$ cat config.mk
export PLATFORM = sky130hd
export DESIGN_NAME = bus_arbiter
export DESIGN_NICKNAME = d
export VERILOG_FILES = /design/src/rtl/bus_pkg.sv /design/src/rtl/bus_arbiter_rr_pick.sv /design/src/rtl/bus_arbiter.sv
export SDC_FILE = /design/constraint.sdc
export NUM_CORES = 1
export LEC_CHECK = 0
export CELL_PAD_IN_SITES_DETAIL_PLACEMENT = 0
export CELL_PAD_IN_SITES_GLOBAL_PLACEMENT = 2
export CORE_MARGIN = 4
export CORE_UTILIZATION = 35
export CTS_CLUSTER_DIAMETER = 80
export DETAILED_ROUTE_END_ITERATION = 7
export GPL_TIMING_DRIVEN = 0
export HOLD_SLACK_MARGIN = 0.03
export PLACE_DENSITY = 0.83
export SKIP_LAST_GASP = 1
export SLEW_MARGIN = 10
export SYNTH_ARGS = -nofsm -noshare
export SYNTH_HDL_FRONTEND = slang
export SYNTH_HIERARCHICAL = 1
export SYNTH_SLANG_ARGS = --single-unit
$ cat constraint.sdc
create_clock -name clk -period 2.95 [get_ports clk]
set_input_delay 0.4425 -clock clk [delete_from_list [all_inputs] [get_ports clk]]
set_output_delay 0.4425 -clock clk [all_outputs]
set_load 0.01 [all_outputs]
$ cat src/rtl/bus_pkg.sv
// Shared definitions for the round-robin system-bus arbiter: FSM states,
// default sizing and the owner-index width helper.
package bus_pkg;

    typedef enum logic [1:0] {
        IDLE    = 2'd0,
        OWNED   = 2'd1,
        RELEASE = 2'd2
    } state_e;

    localparam int DEFAULT_NUM_MASTERS = 2;
    localparam int DEFAULT_MAX_HOLD    = 4096;

    // A single master still needs a one-bit owner index.
    function automatic int owner_width(input int n);
        return (n > 1) ? $clog2(n) : 1;
    endfunction

endpackage

$ cat src/rtl/bus_arbiter_rr_pick.sv
// Combinational round-robin picker: the request vector is doubled and rotated
// by the pointer, and the lowest set bit of the rotated view wins.
module rr_pick
    import bus_pkg::*;
#(
    parameter int NUM_MASTERS = DEFAULT_NUM_MASTERS,
    parameter int OWNER_W     = owner_width(NUM_MASTERS)
) (
    input  logic [NUM_MASTERS-1:0] req,
    input  logic [OWNER_W-1:0]     rr_ptr,
    output logic [OWNER_W-1:0]     winner,
    output logic                   any
);

    localparam logic [OWNER_W:0] NUM_M = (OWNER_W+1)'(NUM_MASTERS);

    logic [NUM_MASTERS-1:0] req_rot;
    logic [OWNER_W-1:0]     offset;
    logic [OWNER_W:0]       sum;

    // NOTE: every signal written here gets a value before any branch, so no latch is inferred.
    always_comb begin
        req_rot = NUM_MASTERS'({req, req} >> rr_ptr);
        offset  = '0;
        for (int i = NUM_MASTERS - 1; i >= 0; i--) begin
            if (req_rot[i]) begin
                offset = OWNER_W'(i);
            end
        end
        sum = {1'b0, rr_ptr} + {1'b0, offset};
        if (sum >= NUM_M) begin
            sum = sum - NUM_M;
        end
        winner = sum[OWNER_W-1:0];
    end

    assign any = |req;

endmodule

$ cat src/rtl/bus_arbiter.sv
// Round-robin owner of the serial system bus with a one-cycle turnaround
// between owners and a hold-time watchdog that revokes a stalled grant.
module bus_arbiter
    import bus_pkg::*;
#(
    parameter int NUM_MASTERS = DEFAULT_NUM_MASTERS,
    parameter int MAX_HOLD    = DEFAULT_MAX_HOLD,
    parameter int OWNER_W     = owner_width(NUM_MASTERS)
) (
    input  logic                   clk,
    input  logic                   reset,
    input  logic [NUM_MASTERS-1:0] req,
    input  logic [NUM_MASTERS-1:0] done,
    output logic [NUM_MASTERS-1:0] grant,
    output logic [NUM_MASTERS-1:0] busy,
    output logic [OWNER_W-1:0]     owner,
    output logic                   owner_valid,
    output logic                   timeout
);

    localparam int                 HOLD_W    = $clog2(MAX_HOLD + 1);
    localparam logic [HOLD_W-1:0]  HOLD_LAST = HOLD_W'(MAX_HOLD - 1);
    localparam logic [HOLD_W-1:0]  HOLD_SAT  = HOLD_W'(MAX_HOLD);
    localparam logic [OWNER_W-1:0] LAST_IDX  = OWNER_W'(NUM_MASTERS - 1);

    state_e                 state_q;
    logic [NUM_MASTERS-1:0] grant_q;
    logic [NUM_MASTERS-1:0] busy_q;
    logic [OWNER_W-1:0]     owner_q;
    logic [OWNER_W-1:0]     rr_ptr_q;
    logic [HOLD_W-1:0]      hold_q;
    logic                   timeout_q;

    logic [OWNER_W-1:0]     win_idx;
    logic                   win_any;
    logic [NUM_MASTERS-1:0] win_onehot;
    logic                   rel_done;
    logic                   rel_req;
    logic                   rel_wd;
    logic                   release_now;
    logic [OWNER_W-1:0]     rr_ptr_d;
    logic [HOLD_W-1:0]      hold_d;

    rr_pick #(
        .NUM_MASTERS (NUM_MASTERS),
        .OWNER_W     (OWNER_W)
    ) u_rr_pick (
        .req    (req),
        .rr_ptr (rr_ptr_q),
        .winner (win_idx),
        .any    (win_any)
    );

    always_comb begin
        win_onehot  = NUM_MASTERS'(1) << win_idx;
        rel_done    = done[owner_q];
        rel_req     = ~req[owner_q];
        rel_wd      = (hold_q == HOLD_LAST);
        release_now = rel_done | rel_req | rel_wd;
        rr_ptr_d    = (owner_q == LAST_IDX) ? '0 : owner_q + OWNER_W'(1);
        hold_d      = (hold_q == HOLD_SAT) ? hold_q : hold_q + HOLD_W'(1);
    end

    // NOTE: state is updated with non-blocking assignments so every register samples pre-edge values.
    always_ff @(posedge clk) begin
        if (reset) begin
            state_q   <= IDLE;
            grant_q   <= '0;
            busy_q    <= '0;
            owner_q   <= '0;
            rr_ptr_q  <= '0;
            hold_q    <= '0;
            timeout_q <= 1'b0;
        end else begin
            timeout_q <= 1'b0;
            case (state_q)
                OWNED: begin
                    if (release_now) begin
                        state_q   <= RELEASE;
                        grant_q   <= '0;
                        busy_q    <= '1;
                        rr_ptr_q  <= rr_ptr_d;
                        // A done strobe or dropped request wins over a coincident expiry.
                        timeout_q <= rel_wd & ~rel_done & ~rel_req;
                    end else begin
                        hold_q <= hold_d;
                    end
                end
                default: begin
                    if (win_any) begin
                        state_q <= OWNED;
                        owner_q <= win_idx;
                        grant_q <= win_onehot;
                        busy_q  <= ~win_onehot;
                        hold_q  <= '0;
                    end else begin
                        state_q <= IDLE;
                        grant_q <= '0;
                        busy_q  <= '0;
                    end
                end
            endcase
        end
    end

    assign grant       = grant_q;
    assign busy        = busy_q;
    assign owner       = owner_q;
    assign owner_valid = |grant_q;
    assign timeout     = timeout_q;

endmodule

==> results.sh <==
export IMPL_synthCells=135
export IMPL_start_kind="register"
export IMPL_end_kind="register"
export IMPL_fin_crit_sh_pct=69.4
export IMPL_reg2reg_depth=8
export IMPL_min_from="grant[1]"
export IMPL_vias_per_cell=5.49
export IMPL_worstReg2RegStart="hold_q[0]"
export IMPL_drc_errors=0
export IMPL_gp_congestion=0.796
export IMPL_drt_iter0_drc=90
export IMPL_setup_viol=0
export IMPL_io_pins=13
export IMPL_hold_path_class="register to register"
export IMPL_clkLatencyLatePin_ps=310
export IMPL_n_fill_cell=330
export IMPL_num_vias=1071
export IMPL_ir_drop_mv=0.300
export IMPL_cts_htree_levels=1
export IMPL_drive_gt1_share_pct=10.6
export IMPL_antenna_found_initial=0
export IMPL_layout_min_cycle_time_ps=2050
export IMPL_antenna_cells=0
export IMPL_layout_setup_ws_ps=902
export IMPL_rows=20
export IMPL_max_freq_ghz=0.488
export IMPL_wl_per_cell_um=14.3
export IMPL_cts_resized=0
export IMPL_outcome="completed"
export IMPL_synth_net_count=143
export IMPL_grt_pass1_wl_um=5030
export IMPL_die_w_um=65.0
export IMPL_area_growth_pct=20.0
export IMPL_totalWireLength_um=2790
export IMPL_ys_seq_area_share_pct=38.8
export IMPL_cts_buffers_inserted=3
export IMPL_finalMaxSlewViolations=0
export IMPL_cap_violations=0
export IMPL_worstReg2RegEnd="hold_q[3]"
export IMPL_syn_cell_area_um2=1140
export IMPL_cp_arrival_ps=2280
export IMPL_yosys_warnings=6
export IMPL_setup_tns_ps=0
export IMPL_cts_tree="done"
export IMPL_worst_pin_slew_ps=576
export IMPL_track_usage_pct=15.3
export IMPL_rrSetupSlack_ps=900
export IMPL_dp_worst_setup_slack_ps=649
export IMPL_placed_area_um2=1310
export IMPL_async_flop_share_pct=0
export IMPL_cts_sinks=22
export IMPL_synth_area_per_cell_um2=8.42
export IMPL_cts_buffer_depth=2
export IMPL_min_path_cells=2
export IMPL_power_leakage_nw=0.426
export IMPL_grt_ovfl_total=0
export IMPL_cellPowerDensity_nw_per_um2=474
export IMPL_path_clk_slew_ps=120
export IMPL_post_cts_buffers=0
export IMPL_design_area_um2=1360
export IMPL_synth_edf_count=0
export IMPL_worstHoldEndpoint="grant[1]"
export IMPL_hpwl_um=2080
export IMPL_skew_ps=3.63
export IMPL_first_global_vias=1029
export IMPL_die_area_um2=4220
export IMPL_die_h_um=65.0
export IMPL_synth_ff_type="dfxtp_1"
export IMPL_start_util_pct=36.9
export IMPL_cts_hold_buf=0
export IMPL_setup_worst_path_class="register to register"
export IMPL_required_ps=3180
export IMPL_portBuffers=12
export IMPL_relSlewSlack_pct=61.6
export IMPL_rsz0062_at_grt="false"
export IMPL_dr_pass1_iters=4
export IMPL_core_area_um2=3080
export IMPL_layoutNonFillerInstCount=195
export IMPL_place_inst=191
export IMPL_num_nets_final=160
export IMPL_detail_route_antenna_nets=0
export IMPL_synthDistinctLibCells=44
export IMPL_hold_violations=0
export IMPL_cp_max_fo=10
export IMPL_synth_ff_latch_count=22
export IMPL_grt_max_degree=14
export IMPL_root_buffer="clkbuf_4"
==> power by group <==
group | internal [mW] | total [mW] | switching [mW]
clock | 0.137 | 0.234 | 0.0963
combinational | 0.0411 | 0.0981 | 0.0571
sequential | 0.308 | 0.315 | 0.00739
==> cells in the final DEF (no fill, tap or decap), types with 4 or more instances in the layout <==
| cell | instances |
|---|---|
| nand4_1 | 6 |
| o21ai_1 | 5 |
| nor2_1 | 10 |
| dfxtp_1 | 22 |
| a21oi_1 | 17 |
| nand3_1 | 4 |
| clkbuf_1 | 4 |
| nor3_1 | 4 |
| clkdlybuf4s50_1 | 12 |
| nand2_1 | 11 |
| inv_1 | 4 |
==> metrics by stage <==
stage	power [mW]	hold WS [ps]	util [%]
2_1_floorplan	0.379	475	-
3_3_place_gp	0.421	453	42.6
3_5_place_dp	0.421	466	42.6
4_1_cts	0.657	485	44.3
5_1_grt	0.682	512	44.3
6_report	0.647	483	44.3
==> synthesized netlist by cell type, drive strengths merged (2+ instances only) <==
cell type	n	area share, %
buf	3	1.3
nand3	5	2.6
a31oi	3	1.7
inv	4	1.3
clkbuf	4	1.3
nand4	6	3.3
a311oi	4	3.6
o21a	2	2.0
o21ai	9	4.3
and3	2	1.1
nor2	11	4.3
nor4	2	2.4
nor4b	3	2.9
ha	2	2.2
nor3	5	2.6
nand2b	2	1.1
dfxtp	22	39
or2	2	1.1
a21oi	17	7.5
nand2	11	3.6
a211oi	3	2.0
==> metal layers <==
metal	track usage [%]	up-vias	part of all wire (%)	wire [um]
li1	-	542	-	-
met1	21.2	497	50	1380
met2	23.4	26	46	1280
met3	4.33	6	3.5	99
met4	3.17	0	0.90	25
met5	0	-	0	0
==> worst max path at each step <==
stage,start,endpoint,slack (ps)
finish,hold_q[0],hold_q[3],900
global route,hold_q[0],hold_q[3],670
global placement,req[1],hold_q[3],640
CTS,hold_q[0],hold_q[3],890
floorplan,hold_q[0],hold_q[3],1220
detailed placement,req[1],hold_q[3],650
==> worst max-delay path, cell delays in order, from the launching register on <==
cell and delay (ps):
dfxtp_1 440, inv_1 80, ha_1 200, nor4b_1 140, nand4_1 170, nor4b_2 260, buf_2 280, a41oi_1 140
a311oi_1 250
==> cells by family (layout without fill, tap and decap cells) <==
kind of cell	count (synthesis)	after routing	share of synthesized area, %
simple gates	56	56	30.1
fa+ha+maj	2	2	2.20
compound gates	43	43	24.7
buf+inv	12	28	4.29
flops	22	22	38.8
==> layout make-up <==
| cell class | instances | area (um^2) | share of cell area (%) |
|---|---|---|---|
| multi-input cells | 101 | 647 | 47.4 |
| inverters | 5 | 18.8 | 1.38 |
| repair buffers | 12 | 120 | 8.81 |
| clock buffers | 3 | 22.5 | 1.65 |
| well taps | 44 | 55.1 | 4.04 |
| flip-flops and latches | 22 | 440 | 32.3 |
| plain buffers | 7 | 30.0 | 2.20 |
| clock inverters | 1 | 30.0 | 2.20 |
==> flip-flops by register name, summed over array words and instances (netlist names) <==
name and cells:
timeout 1, busy 2, hold_q 13, grant 2, owner 1, rr_ptr_q 1, state_q 2
Note: power is estimated with default switching activity, not from simulation.
